File: src/rtl/digit_scan_driver.sv
// digit_scan_driver
//   Time-multiplexed drive for a 4-digit common-anode seven-segment display.
//   Owns a 2-bit digit phase (0->1->2->3->0), advanced every PRESCALE clocks,
//   and double-buffers a 16-bit hex value so a new value only takes effect at
//   a frame boundary (no tearing mid-frame).
// Ports
//   clk          system clock, rising edge
//   state_reset  synchronous reset, active-high
//   enable       1 = scan, 0 = dark with scan counters held at 0
//   load         1-cycle strobe capturing value/dp_in into the shadow buffer
//   value        four hex nibbles, [3:0] = digit 0 (rightmost)
//   dp_in        decimal point per digit, 1 = lit
//   digit_sel    current scan phase
//   anode        active-low one-hot digit enable
//   seg          active-low segments {g,f,e,d,c,b,a}
//   dp           active-low decimal point
//   frame_done   1-cycle pulse after the phase wraps 3->0
//   pending      shadow holds a value not yet shown
module digit_scan_driver #(
  parameter int unsigned PRESCALE      = 50000,
  parameter bit          BLANK_LEADING = 1'b1
) (
  input  logic        clk,
  input  logic        state_reset,
  input  logic        enable,
  input  logic        load,
  input  logic [15:0] value,
  input  logic [3:0]  dp_in,
  output logic [1:0]  digit_sel,
  output logic [3:0]  anode,
  output logic [6:0]  seg,
  output logic        dp,
  output logic        frame_done,
  output logic        pending
);

  localparam int unsigned PW = (PRESCALE > 1) ? $clog2(PRESCALE) : 1;

  typedef enum logic [1:0] {
    PH_D0 = 2'd0,
    PH_D1 = 2'd1,
    PH_D2 = 2'd2,
    PH_D3 = 2'd3
  } phase_e;

  phase_e      r_phase;
  phase_e      w_phase_nxt;
  logic [PW-1:0] r_presc;
  logic [15:0] r_shadow;
  logic [15:0] r_active;
  logic [3:0]  r_shadow_dp;
  logic [3:0]  r_active_dp;
  logic        r_pending;
  logic [3:0]  r_anode;
  logic [6:0]  r_seg;
  logic        r_dp;
  logic        r_frame_done;

  logic        w_tick;
  logic        w_boundary;
  logic [1:0]  w_sel;
  logic [3:0]  w_nib;
  logic [3:0]  w_lead_zero;
  logic        w_blank;

  // Active-low gfedcba hex decode
  function automatic logic [6:0] hex7(input logic [3:0] n);
    case (n)
      4'h0: hex7 = 7'h40;  4'h1: hex7 = 7'h79;
      4'h2: hex7 = 7'h24;  4'h3: hex7 = 7'h30;
      4'h4: hex7 = 7'h19;  4'h5: hex7 = 7'h12;
      4'h6: hex7 = 7'h02;  4'h7: hex7 = 7'h78;
      4'h8: hex7 = 7'h00;  4'h9: hex7 = 7'h10;
      4'hA: hex7 = 7'h08;  4'hB: hex7 = 7'h03;
      4'hC: hex7 = 7'h46;  4'hD: hex7 = 7'h21;
      4'hE: hex7 = 7'h06;  default: hex7 = 7'h0E;
    endcase
  endfunction

  assign w_tick     = enable && (r_presc == PW'(PRESCALE - 1));
  assign w_boundary = w_tick && (r_phase == PH_D3);
  assign w_sel      = 2'(r_phase);
  assign w_nib      = r_active[{w_sel, 2'b00} +: 4];

  // Digit i (i>=1) is a leading zero when nibbles i..3 are all zero
  always_comb begin
    w_lead_zero    = 4'b0000;
    w_lead_zero[3] = (r_active[15:12] == 4'h0);
    w_lead_zero[2] = w_lead_zero[3] && (r_active[11:8] == 4'h0);
    w_lead_zero[1] = w_lead_zero[2] && (r_active[7:4] == 4'h0);
    w_blank        = BLANK_LEADING && w_lead_zero[w_sel];
  end

  // Phase state register
  always_ff @(posedge clk) begin
    if (state_reset) r_phase <= PH_D0;
    else             r_phase <= w_phase_nxt;
  end

  // Phase next-state: advance on tick, held at digit 0 while disabled
  always_comb begin
    w_phase_nxt = r_phase;
    if (!enable) begin
      w_phase_nxt = PH_D0;
    end else if (w_tick) begin
      case (r_phase)
        PH_D0:   w_phase_nxt = PH_D1;
        PH_D1:   w_phase_nxt = PH_D2;
        PH_D2:   w_phase_nxt = PH_D3;
        default: w_phase_nxt = PH_D0;
      endcase
    end
  end

  // Prescaler, double buffer and registered display decode
  always_ff @(posedge clk) begin
    if (state_reset) begin
      r_presc      <= '0;
      r_shadow     <= '0;
      r_active     <= '0;
      r_shadow_dp  <= '0;
      r_active_dp  <= '0;
      r_pending    <= 1'b0;
      r_anode      <= 4'b1111;
      r_seg        <= 7'h7F;
      r_dp         <= 1'b1;
      r_frame_done <= 1'b0;
    end else begin
      // A load landing on the boundary bypasses the shadow straight to active
      if (w_boundary && load) begin
        r_shadow    <= value;
        r_shadow_dp <= dp_in;
        r_active    <= value;
        r_active_dp <= dp_in;
        r_pending   <= 1'b0;
      end else if (load) begin
        r_shadow    <= value;
        r_shadow_dp <= dp_in;
        r_pending   <= 1'b1;
      end else if (w_boundary && r_pending) begin
        r_active    <= r_shadow;
        r_active_dp <= r_shadow_dp;
        r_pending   <= 1'b0;
      end

      if (!enable) begin
        r_presc      <= '0;
        r_anode      <= 4'b1111;
        r_seg        <= 7'h7F;
        r_dp         <= 1'b1;
        r_frame_done <= 1'b0;
      end else begin
        r_presc      <= w_tick ? '0 : r_presc + PW'(1);
        r_anode      <= ~(4'b0001 << w_sel);
        r_seg        <= w_blank ? 7'h7F : hex7(w_nib);
        r_dp         <= ~r_active_dp[w_sel];
        r_frame_done <= w_boundary;
      end
    end
  end

  assign digit_sel  = w_sel;
  assign anode      = r_anode;
  assign seg        = r_seg;
  assign dp         = r_dp;
  assign frame_done = r_frame_done;
  assign pending    = r_pending;

endmodule
File: config.mk
export PLATFORM = sky130hd
export DESIGN_NAME = digit_scan_driver
export DESIGN_NICKNAME = d
export VERILOG_FILES = /design/src/rtl/digit_scan_driver.sv
export SDC_FILE = /design/constraint.sdc
export NUM_CORES = 1
export LEC_CHECK = 0
export BUFFER_PORTS_ARGS = -buffer_cell sky130_fd_sc_hd__buf_2
export CAP_MARGIN = 20
export CORE_UTILIZATION = 57
export CTS_CLUSTER_SIZE = 20
export DETAILED_ROUTE_END_ITERATION = 12
export PLACE_DENSITY_LB_ADDON = 0.3
export SLEW_MARGIN = 10
export SYNTH_ARGS = -nofsm -noshare
export SYNTH_HDL_FRONTEND = slang
export SYNTH_SLANG_ARGS = --single-unit
File: constraint.sdc
create_clock -name clk -period 2.7 [get_ports clk]
set_clock_uncertainty 0.1 [all_clocks]
set_input_delay 0.81 -clock clk [delete_from_list [all_inputs] [get_ports clk]]
set_output_delay 0.81 -clock clk [all_outputs]
set_load 0.005 [all_outputs]
==> tab_implementation.tex, run 1 <==
\begin{tabular}{lr}
\hline
Metric & Value \\
\hline
\multicolumn{2}{l}{\textbf{Run status}} \\
Result of the run & finished, final reports clean \\
\multicolumn{2}{l}{\textbf{Drt}} \\
Drt pass-1 iters & 4 \\
Residual antenna-violating net count after detailed routing & 0 \\
Routed wirelength normalized by instance count & 14.3 um \\
Via density per instance & 5.55 \\
Iter 0 DRT Violations & about 180 \\
Total number of vias & 2376 \\
DRC Markers & 0 \\
Total length of routed wires & 6120 um \\
\multicolumn{2}{l}{\textbf{Critical path}} \\
Buffers and inverters on the worst path & 1 \\
Destination of the critical timing path & seg[0]\$\_SDFF\_PP1\_ \\
Cell depth of the worst flop-to-flop path & 7 \\
Crit path required time & 2860 ps \\
Critical path startpoint & digit\_sel[0]\$\_SDFFE\_PP0P\_ \\
Highest-delay cell along the critical path & sky130\_fd\_sc\_hd\_\_mux4\_2 \\
Arrival time at the worst endpoint & 2570 ps \\
Crit. End Element & flop \\
Element type at the critical path start & flop \\
Minimum setup slack among reg-to-reg paths & 290 ps \\
Slowest Stage Delay on Critical Path & 640 ps \\
Cell occurring most often along the worst timing path & sky130\_fd\_sc\_hd\_\_a21oi\_1 \\
Crit. path cell count & 7 \\
Endpoint of the worst-slack reg-to-reg timing path & seg[0]\$\_SDFF\_PP1\_ \\
Kind of cell adding the most delay to the critical path & multiplexers \\
Max Fanout on Critical Path & 8 \\
Kind of critical path & reg2reg \\
Cells along the critical path & mux4\_2 -> inv\_1 -> ha\_1 -> mux2i\_1 -> a21oi\_1 -> a21oi\_1 -> o21ai\_0 \\
Source of the worst register-to-register timing path & digit\_sel[0]\$\_SDFFE\_PP0P\_ \\
\multicolumn{2}{l}{\textbf{Synth}} \\
Syn Area/Cell & between 10 and 15 um\^{}2 \\
Number of nets in the synthesized netlist & 348 \\
Synth async-reset ratio & 0 \\
Portion of synthesized cell area occupied by the leading cell type & 0.458 \\
Number of cells produced by synthesis & 313 \\
Post-synth design cell area & 3150 um\^{}2 \\
Synth Register Bits & between 70 and 80 \\
Sequential area share after synthesis & 0.458 \\
Most used DFF post-synth & sky130\_fd\_sc\_hd\_\_dfxtp\_1 \\
Post-synthesis cell type with the largest combined area & sky130\_fd\_sc\_hd\_\_dfxtp\_1 \\
Number of flops mapped to enable cells by yosys & 0 \\
Unique masters post-synth & 38 \\
Cell types with the largest area share after synthesis & sky130\_fd\_sc\_hd\_\_dfxtp\_1 (46\%), sky130\_fd\_sc\_hd\_\_mux2i\_1 (8.3\%), sky130\_fd\_sc\_hd\_\_nor2\_1 (6.4\%), sky130\_fd\_sc\_hd\_\_ha\_1 (4.4\%), sky130\_fd\_sc\_hd\_\_a211oi\_2 (4.0\%) \\
Number of warnings reported in the yosys synthesis log & 0 \\
\multicolumn{2}{l}{\textbf{Clock tree}} \\
Clock tree from TritonCTS & yes \\
\# hold bufs at CTS & 0 \\
Worst skew pair latency & 340 ps \\
Maximum number of buffers from clock root to sink & 2 \\
H-tree level count & 3 \\
Sinks on the clock net & 72 \\
Resized cells post-CTS & 0 \\
Setup fix buffers added after clock tree synthesis & 0 \\
Clock slew at reported path FFs & 70 ps \\
Cell chosen for the clock root & sky130\_fd\_sc\_hd\_\_clkbuf\_8 \\
Number of buffers created by CTS & 9 \\
\multicolumn{2}{l}{\textbf{STA}} \\
Maximum operating frequency & between 400 and 500 MHz \\
Final total negative setup slack & 0 ps \\
Transition at the pin with the smallest max-transition slack & 466 ps \\
Number of slew-limit violations in the final report & 0 \\
Worst hold margin & 349 ps \\
Setup repair after global routing missed its margin & false \\
Ratio of final minimum period to clock period & 0.893 \\
Slew headroom & 0.689 \\
Number of hold violations in the final report & 0 \\
Final setup vio count & 0 \\
Final worst path period need & between 2000 and 2500 ps \\
Post-layout worst setup margin & 288 ps \\
\multicolumn{2}{l}{\textbf{Worst hold path}} \\
HP Class & reg2reg \\
Origin of the worst min-delay path & r\_presc[0]\$\_SDFF\_PP0\_ \\
\multicolumn{2}{l}{\textbf{Placement}} \\
Post-detail-place hpwl & 4270 um \\
Gpl congestion & approximately 0.8 \\
Quantity of I/O buffers inserted on ports & 39 \\
Number of instances in the placed design & 411 \\
Minimum setup slack after placement & 319 ps \\
Post-place instance area & 3390 um\^{}2 \\
\multicolumn{2}{l}{\textbf{Global routing}} \\
Total GRT Usage & 0.231 \\
Number of global-route vias before repair & 2289 \\
Global route total overflow & 0 \\
Pin count of the biggest net entering global routing & 42 \\
First-pass GRT wire length & 10500 um \\
Initial antenna violation count & 0 \\
\multicolumn{2}{l}{\textbf{Floorplanning}} \\
Starting density of the core & 0.605 \\
Site Rows & 26 \\
Die height & approximately 76 um \\
Die width & 76.3 um \\
Overall die area & 5830 um\^{}2 \\
Number of top-level design ports & 40 \\
Placeable core region & 5200 um\^{}2 \\
\multicolumn{2}{l}{\textbf{Cells and area}} \\
Fraction of final layout cells with drive strength greater than 1 & 0.232 \\
Most frequent cells in the layout & sky130\_fd\_sc\_hd\_\_dfxtp\_1 (72), sky130\_fd\_sc\_hd\_\_nor2\_1 (54), sky130\_fd\_sc\_hd\_\_buf\_2 (39), sky130\_fd\_sc\_hd\_\_mux2i\_1 (26), sky130\_fd\_sc\_hd\_\_a21oi\_1 (14) \\
Area growth syn-to-layout & 14.2\% \\
Net total in the final layout & 388 \\
Post-Layout Cell Count & 428 \\
Number of diodes added for antenna fixing & 0 \\
Fill cell total of the finished layout & 430 \\
Post-route cell area & 3600 um\^{}2 \\
Most common library cell in the layout ignoring fill and taps & sky130\_fd\_sc\_hd\_\_dfxtp\_1 \\
\multicolumn{2}{l}{\textbf{Run}} \\
\# Max-Cap Violations & 0 \\
\multicolumn{2}{l}{\textbf{Power}} \\
Maximum VDD drop & 0.000445 V \\
PwrDens & 565 nW/um\^{}2 \\
Standby leakage power & 0.00144 uW \\
\hline
\end{tabular}
==> flip-flops by register name (all words and copies together) (netlist names) <==
signal	count
r_active	16
r_presc	16
r_shadow	16
seg	7
anode	4
r_active_dp	4
r_shadow_dp	4
digit_sel	2
dp	1
frame_done	1
pending	1
==> cell usage after synthesis (5+ instances only) <==
| cell | count |
|---|---|
| sky130_fd_sc_hd__nand2_1 | 12 |
| sky130_fd_sc_hd__nand2b_1 | 10 |
| sky130_fd_sc_hd__buf_4 | 5 |
| sky130_fd_sc_hd__ha_1 | 11 |
| sky130_fd_sc_hd__and3_1 | 7 |
| sky130_fd_sc_hd__nor2_1 | 54 |
| sky130_fd_sc_hd__a211oi_2 | 10 |
| sky130_fd_sc_hd__nor4_1 | 5 |
| sky130_fd_sc_hd__dfxtp_1 | 72 |
| sky130_fd_sc_hd__nand3_1 | 6 |
| sky130_fd_sc_hd__o221ai_1 | 10 |
| sky130_fd_sc_hd__a21oi_1 | 14 |
| sky130_fd_sc_hd__xnor2_1 | 7 |
| sky130_fd_sc_hd__inv_1 | 7 |
| sky130_fd_sc_hd__mux2i_1 | 26 |
| sky130_fd_sc_hd__clkbuf_1 | 6 |
| sky130_fd_sc_hd__xor2_1 | 6 |
| sky130_fd_sc_hd__mux2_2 | 5 |
==> metal layers <==
layer | track usage | vias to the layer above | share of wire
met5 | 0 | - | 0
met2 | 0.377 | 64 | 0.48
li1 | - | 1181 | -
met1 | 0.274 | 1118 | 0.45
met3 | 0.0743 | 13 | 0.047
met4 | 0.113 | 0 | 0.025
==> cell type report <==
class                           instances  area, um^2  share of cell area
Sequential cell                        72        1440               0.401
Timing Repair Buffer                   46         248              0.0689
Multi-Input combinational cell        217        1590               0.443
Clock buffer                           13         159              0.0442
Tap cell                               70        87.6              0.0244
Clock inverter                          3        40.0              0.0111
Inverter                                7        26.3             0.00731
==> power by group <==
part | leakage (uW) | switching (uW) | total [uW] | internal (uW)
Sequential | 0.000587 | 9.68 | 1100 | 1090
Combinational | 0.000747 | 57.3 | 98.0 | 40.8
Clock | 0.000103 | 362 | 837 | 475
Total | 0.00144 | 429 | 2030 | 1600
==> how the worst min path moves through the flow <==
stage | depth (start not counted) | slack (ps) | to
CTS | 1 | 350 | r_presc[0]$_SDFF_PP0_
floorplan | 1 | 310 | r_presc[0]$_SDFF_PP0_
global route | 1 | 360 | r_presc[0]$_SDFF_PP0_
global placement | 1 | 320 | r_presc[0]$_SDFF_PP0_
detailed placement | 1 | 330 | r_presc[0]$_SDFF_PP0_
finish | 1 | 350 | r_presc[0]$_SDFF_PP0_
==> cells by family after synthesis <==
kind of cell	after synthesis	share of synthesized area
xor gates and xnor gates	13	0.0362
adders and majority gates	11	0.0437
AOI/OAI and AO/OA	45	0.112
DFF	72	0.458
and+or+nand+nor	112	0.178
buffers and inverters	24	0.0362
muxes	36	0.136
==> per-stage QoR <==
step,utilization,total power (uW)
2_1_floorplan,-,1180
3_3_place_gp,0.651,1220
3_5_place_dp,0.651,1220
4_1_cts,0.689,2050
5_1_grt,0.691,2120
6_report,0.691,2030
Power figures use the tool's default switching activity.
==> run 2: changes to the inputs <==
Settings changed: PLACE_DENSITY from default to 0.88, PLACE_DENSITY_LB_ADDON 0.3 to default.
==> run 2 against run 1 <==
  * Routed wire length shrank 4.7%
  * Total power shrank 5.4%
  * First-iteration DRC count shrank 33%
  * Sequential share of layout area up 0.31 points
==> tab_implementation.tex, run 2 (synthesis gave the netlist of run 1 again) <==
\begin{tabular}{lr}
\hline
Metric & Value \\
\hline
\multicolumn{2}{l}{\textbf{Clock tree}} \\
H-tree level count & 3 (unchanged) \\
\# hold bufs at CTS & 0 (unchanged) \\
Clock tree from TritonCTS & yes \\
Number of buffers created by CTS & 9 (unchanged) \\
Resized cells post-CTS & 0 (unchanged) \\
Sinks on the clock net & 72 (unchanged) \\
Setup fix buffers added after clock tree synthesis & 0 (unchanged) \\
Cell chosen for the clock root & sky130\_fd\_sc\_hd\_\_clkbuf\_8 \\
Maximum number of buffers from clock root to sink & 2 (unchanged) \\
Clock slew at reported path FFs & 70 ps (about the same) \\
Worst skew pair latency & 340 ps (about the same) \\
\multicolumn{2}{l}{\textbf{Floorplanning}} \\
Overall die area & 5830 um\^{}2 (unchanged) \\
Die height & 76.3 um (unchanged) \\
Number of top-level design ports & 40 (unchanged) \\
Die width & 76.3 um (unchanged) \\
Placeable core region & 5200 um\^{}2 (unchanged) \\
Site Rows & 26 (unchanged) \\
Starting density of the core & 0.605 (unchanged) \\
\multicolumn{2}{l}{\textbf{Placement}} \\
Quantity of I/O buffers inserted on ports & 39 (unchanged) \\
Minimum setup slack after placement & 330 ps (+10.9 ps) \\
Gpl congestion & 0.777 (-5.6\%) \\
Post-detail-place hpwl & 4080 um (-4.4\%) \\
Number of instances in the placed design & 410 (-0.24\%) \\
\multicolumn{2}{l}{\textbf{Cells and area}} \\
Biggest regs & r\_active (16), r\_presc (16), r\_shadow (16) \\
Area growth syn-to-layout & 13.3\% \\
Post-Layout Cell Count & 427 (-0.23\%) \\
Most common library cell in the layout ignoring fill and taps & sky130\_fd\_sc\_hd\_\_dfxtp\_1 \\
Most frequent cells in the layout & sky130\_fd\_sc\_hd\_\_dfxtp\_1 (72), sky130\_fd\_sc\_hd\_\_nor2\_1 (54), sky130\_fd\_sc\_hd\_\_buf\_2 (39), sky130\_fd\_sc\_hd\_\_mux2i\_1 (26), sky130\_fd\_sc\_hd\_\_a21oi\_1 (14) \\
Fraction of final layout cells with drive strength greater than 1 & 0.227 (-0.00495) \\
Fill cell total of the finished layout & 429 (-0.23\%) \\
Number of diodes added for antenna fixing & 0 (unchanged) \\
Net total in the final layout & 387 (-0.26\%) \\
\multicolumn{2}{l}{\textbf{Run}} \\
\# Max-Cap Violations & 0 (unchanged) \\
\multicolumn{2}{l}{\textbf{Global routing}} \\
Number of global-route vias before repair & 2169 (-5.2\%) \\
Global route total overflow & 0 (unchanged) \\
Total GRT Usage & 0.217 (-0.0146) \\
Initial antenna violation count & 0 (unchanged) \\
First-pass GRT wire length & 9840 um (-6.6\%) \\
Pin count of the biggest net entering global routing & 42 (unchanged) \\
\multicolumn{2}{l}{\textbf{Critical path}} \\
Element type at the critical path start & flop \\
Arrival time at the worst endpoint & 2540 ps (-30 ps) \\
Crit path required time & 2870 ps (about the same) \\
Cell depth of the worst flop-to-flop path & 7 (unchanged) \\
Crit. End Element & flop \\
Kind of critical path & reg2reg \\
Max Fanout on Critical Path & 9 (+1) \\
\multicolumn{2}{l}{\textbf{STA}} \\
Slew headroom & 0.649 (-0.0402) \\
Setup repair after global routing missed its margin & false \\
Number of hold violations in the final report & 0 (unchanged) \\
Post-layout worst setup margin & 327 ps (+39.6 ps) \\
Final total negative setup slack & 0 ps (unchanged) \\
Ratio of final minimum period to clock period & 0.879 (-0.0147) \\
Maximum operating frequency & 421 MHz (+1.7\%) \\
Final setup vio count & 0 (unchanged) \\
Final worst path period need & 2370 ps (-39.6 ps) \\
Number of slew-limit violations in the final report & 0 (unchanged) \\
Transition at the pin with the smallest max-transition slack & 526 ps (+60.3 ps) \\
\multicolumn{2}{l}{\textbf{Power}} \\
Maximum VDD drop & 0.000460 V (+3.4\%) \\
PwrDens & 539 nW/um\^{}2 (-4.7\%) \\
Total Power & 1920 uW (-5.4\%) \\
Standby leakage power & 0.00141 uW (-1.6\%) \\
\multicolumn{2}{l}{\textbf{Drt}} \\
Residual antenna-violating net count after detailed routing & 0 (unchanged) \\
Total number of vias & 2330 (-1.9\%) \\
Routed wirelength normalized by instance count & 13.7 um (-4.5\%) \\
Iter 0 DRT Violations & 118 (-33\%) \\
DRC Markers & 0 (unchanged) \\
Via density per instance & 5.46 (-1.7\%) \\
Drt pass-1 iters & 4 (unchanged) \\
Total length of routed wires & 5830 um (-4.7\%) \\
\multicolumn{2}{l}{\textbf{Run status}} \\
Result of the run & finished, final reports clean \\
\multicolumn{2}{l}{\textbf{Worst hold path}} \\
HP Class & reg2reg \\
Worst Hold Path Cells & 1 (unchanged) \\
\hline
\end{tabular}
-- run 2: report_power, final --
| part | switching [uW] | internal (uW) |
|---|---|---|
| logic | 57.0 | 40.8 |
| clock network | 372 | 356 |
| registers | 8.68 | 1090 |
-- run 2: worst paths after layout --
| kind | start | end | slack (ps) |
|---|---|---|---|
| setup / recovery | digit_sel[0]$_SDFFE_PP0P_ | seg[0]$_SDFF_PP1_ | 330 |
| hold / removal | r_presc[0]$_SDFF_PP0_ | r_presc[0]$_SDFF_PP0_ | 350 |
| setup reg to reg | digit_sel[0]$_SDFFE_PP0P_ | seg[0]$_SDFF_PP1_ | 330 |
| hold reg to reg | r_presc[0]$_SDFF_PP0_ | r_presc[0]$_SDFF_PP0_ | 350 |
-- run 2: area by class of cell --
type,count,area [um^2],share of cell area
Multi-Input combinational cell,217,1590,0.447
Sequential cell,72,1440,0.404
Timing Repair Buffer,45,253,0.0708
Clock buffer,13,149,0.0417
Tap cell,70,87.6,0.0245
Inverter,7,26.3,0.00736
Clock inverter,3,17.5,0.00491
-- run 2: routing by layer --
layer / GRT usage / vias up / routed length [um]
met3: 0.0766 / 5 / 249
met5: 0 / - / 0
met4: 0.0750 / 0 / 67
met2: 0.347 / 41 / 2770
li1: - / 1178 / -
met1: 0.269 / 1106 / 2750
-- run 2: worst max-delay path, stage by stage, from the launching register on --
cell and delay, ps:
sky130_fd_sc_hd__dfxtp_1 550, sky130_fd_sc_hd__mux4_2 640, sky130_fd_sc_hd__inv_1 140, sky130_fd_sc_hd__ha_1 300, sky130_fd_sc_hd__mux2i_1 140, sky130_fd_sc_hd__a21oi_1 190, sky130_fd_sc_hd__a21oi_1 60, sky130_fd_sc_hd__o21ai_0 170
-- run 2: per-stage QoR --
step	hold WS [ps]	util	cell area (um^2)
floorplan	313	-	3150
global placement	321	0.652	3390
detailed placement	338	0.652	3390
CTS	348	0.684	3560
global route	386	0.686	3570
finish	347	0.686	3570
==> run 3: changes to the inputs <==
Settings changed: BUFFER_PORTS_ARGS -buffer_cell sky130_fd_sc_hd__buf_2 to -buffer_cell sky130_fd_sc_hd__buf_4.
==> run 3 against run 2 <==
  * Worst hold slack improved by 26 ps
  * Combinational power rose by 13%
  * Routed wire length increased by 7.4%
  * Sequential share of layout area shrank 1.8 points
  * Non-clock buffer count shrank 1
  * Clock-buffer cell count decreased by 2
  * Register-to-register slack worse by 170 ps
  * Flip-flop and latch count is the same
  * Maximum frequency down 6.7%
  * Core utilization rose by 3.2 points
  * Total power increased by 17%
==> tab_implementation.tex, run 3 (synthesis gave the netlist of run 1 again) <==
\begin{tabular}{lr}
\hline
Metric & Value \\
\hline
\multicolumn{2}{l}{\textbf{Run status}} \\
Result of the run & finished, final reports clean \\
\multicolumn{2}{l}{\textbf{Global routing}} \\
Pin count of the biggest net entering global routing & 42 (unchanged) \\
Total GRT Usage & 0.238 (+0.0214) \\
First-pass GRT wire length & 10700 um (+9.1\%) \\
Initial antenna violation count & 0 (unchanged) \\
Global route total overflow & 0 (unchanged) \\
Number of global-route vias before repair & 2302 (+6.1\%) \\
\multicolumn{2}{l}{\textbf{Clock tree}} \\
Clock tree from TritonCTS & yes \\
Maximum number of buffers from clock root to sink & 2 (unchanged) \\
\# hold bufs at CTS & 0 (unchanged) \\
Setup fix buffers added after clock tree synthesis & 0 (unchanged) \\
Worst skew pair latency & 350 ps (about the same) \\
Cell chosen for the clock root & sky130\_fd\_sc\_hd\_\_clkbuf\_8 \\
Number of buffers created by CTS & 9 (unchanged) \\
Clock slew at reported path FFs & 70 ps (about the same) \\
H-tree level count & 3 (unchanged) \\
Resized cells post-CTS & 0 (unchanged) \\
Sinks on the clock net & 72 (unchanged) \\
\multicolumn{2}{l}{\textbf{Drt}} \\
Residual antenna-violating net count after detailed routing & 0 (unchanged) \\
Iter 0 DRT Violations & 150 (+27\%) \\
Via density per instance & 5.58 (+2.2\%) \\
Total length of routed wires & 6260 um (+7.4\%) \\
Total number of vias & 2376 (+2.0\%) \\
DRC Markers & 0 (unchanged) \\
Routed wirelength normalized by instance count & 14.7 um (+7.6\%) \\
Drt pass-1 iters & 4 (unchanged) \\
\multicolumn{2}{l}{\textbf{Floorplanning}} \\
Number of top-level design ports & 40 (unchanged) \\
Starting density of the core & 0.605 (unchanged) \\
Site Rows & 26 (unchanged) \\
Placeable core region & 5200 um\^{}2 (unchanged) \\
Overall die area & 5830 um\^{}2 (unchanged) \\
Die width & 76.3 um (unchanged) \\
Die height & 76.3 um (unchanged) \\
\multicolumn{2}{l}{\textbf{Critical path}} \\
Highest-delay cell along the critical path & sky130\_fd\_sc\_hd\_\_dfxtp\_1 \\
Slowest Stage Delay on Critical Path & 670 ps (+30 ps) \\
Buffers and inverters on the worst path & 2 (+1) \\
Crit. End Element & flop \\
Element type at the critical path start & flop \\
Cells along the critical path & mux4\_2 -> inv\_1 -> ha\_1 -> inv\_1 -> mux4\_2 -> nand2b\_1 \\
Kind of critical path & reg2reg \\
Kind of cell adding the most delay to the critical path & multiplexers \\
Arrival time at the worst endpoint & 2670 ps (+130 ps) \\
Crit path required time & 2820 ps (-50 ps) \\
Max Fanout on Critical Path & 14 (+5) \\
\multicolumn{2}{l}{\textbf{Cells and area}} \\
Area occupied by multi-input gates & 1590 um\^{}2 (unchanged) \\
Most common library cell in the layout ignoring fill and taps & sky130\_fd\_sc\_hd\_\_dfxtp\_1 \\
Number of diodes added for antenna fixing & 0 (unchanged) \\
Biggest regs & r\_active (16), r\_presc (16), r\_shadow (16) \\
Fill cell total of the finished layout & 370 (-14\%) \\
Final core area utilization & 0.718 (+0.0325) \\
Register area & 1440 um\^{}2 (unchanged) \\
Most frequent cells in the layout & sky130\_fd\_sc\_hd\_\_dfxtp\_1 (72), sky130\_fd\_sc\_hd\_\_nor2\_1 (54), sky130\_fd\_sc\_hd\_\_buf\_4 (43), sky130\_fd\_sc\_hd\_\_mux2i\_1 (26), sky130\_fd\_sc\_hd\_\_a21oi\_1 (14) \\
Net total in the final layout & 386 (-0.26\%) \\
Fraction of final layout cells with drive strength greater than 1 & 0.230 (+0.00345) \\
Area growth syn-to-layout & 18.7\% \\
\multicolumn{2}{l}{\textbf{STA}} \\
Final total negative setup slack & 0 ps (unchanged) \\
Slew headroom & 0.629 (-0.0206) \\
Transition at the pin with the smallest max-transition slack & 557 ps (+30.8 ps) \\
Maximum operating frequency & 393 MHz (-6.7\%) \\
Final setup vio count & 0 (unchanged) \\
Final worst path period need & 2540 ps (+171 ps) \\
Setup repair after global routing missed its margin & false \\
Number of hold violations in the final report & 0 (unchanged) \\
Number of slew-limit violations in the final report & 0 (unchanged) \\
Ratio of final minimum period to clock period & 0.942 (+0.0634) \\
\multicolumn{2}{l}{\textbf{Power}} \\
PwrDens & 601 nW/um\^{}2 (+12\%) \\
Standby leakage power & 0.00149 uW (+5.2\%) \\
Maximum VDD drop & 0.000485 V (+5.4\%) \\
\multicolumn{2}{l}{\textbf{Worst hold path}} \\
HP Class & reg2reg \\
\multicolumn{2}{l}{\textbf{Placement}} \\
Post-detail-place hpwl & 4200 um (+2.8\%) \\
Gpl congestion & 0.815 (+4.8\%) \\
Quantity of I/O buffers inserted on ports & 39 (unchanged) \\
\multicolumn{2}{l}{\textbf{Run}} \\
\# Max-Cap Violations & 0 (unchanged) \\
\hline
\end{tabular}
[run 3: changes by cell type in the layout (fill, tap and decap cells not counted)]
| cell | previous run | this run |
|---|---|---|
| sky130_fd_sc_hd__buf_2 | 39 | 0 |
| sky130_fd_sc_hd__clkbuf_1 | 3 | 1 |
| sky130_fd_sc_hd__clkinvlp_4 | 1 | 0 |
| sky130_fd_sc_hd__clkinv_2 | 2 | 1 |
| sky130_fd_sc_hd__bufinv_16 | 0 | 3 |
| sky130_fd_sc_hd__clkinv_4 | 0 | 1 |
| sky130_fd_sc_hd__buf_4 | 5 | 43 |
[run 3: final cells by class]
class,count,share of cell area
Clock buffer,11,0.0378
Inverter,7,0.00703
Tap cell,70,0.0234
Timing Repair Buffer,44,0.0917
Clock inverter,5,0.0278
Multi-Input combinational cell,217,0.427
Sequential cell,72,0.386
[run 3: metrics by stage]
stage / power (uW) / std cells / hold WS, ps / setup WS (ps) / area (um^2)
detailed placement: 1230 / 410 / 366 / 182 / 3490
floorplan: 1180 / 313 / 313 / 462 / 3150
global route: 2330 / 426 / 380 / 5.71 / 3740
finish: 2250 / 426 / 373 / 156 / 3740
global placement: 1230 / 410 / 326 / 309 / 3490
CTS: 2270 / 426 / 376 / 165 / 3740
[run 3: path summary, 6_finish.rpt]
| path | start | end | slack, ps | depth (start not counted) |
|---|---|---|---|---|
| worst min-delay path | r_presc[0]$_SDFF_PP0_ | r_presc[0]$_SDFF_PP0_ | 370 | 1 |
| worst max-delay path | digit_sel[0]$_SDFFE_PP0P_ | seg[3]$_SDFF_PP1_ | 160 | 6 |
| worst max register to register | digit_sel[0]$_SDFFE_PP0P_ | seg[3]$_SDFF_PP1_ | 160 | 6 |
| worst min register to register | r_presc[0]$_SDFF_PP0_ | r_presc[0]$_SDFF_PP0_ | 370 | 1 |
[run 3: routing by layer]
layer	global-route usage	share of wire
met2	0.374	0.48
met1	0.290	0.43
met4	0.125	0.027
met5	0	0
met3	0.0778	0.061
[run 3: report_power, final]
part / switching [uW] / internal (uW)
logic: 58.0 / 53.4
registers: 9.61 / 1090
clock network: 399 / 639
total: 467 / 1780
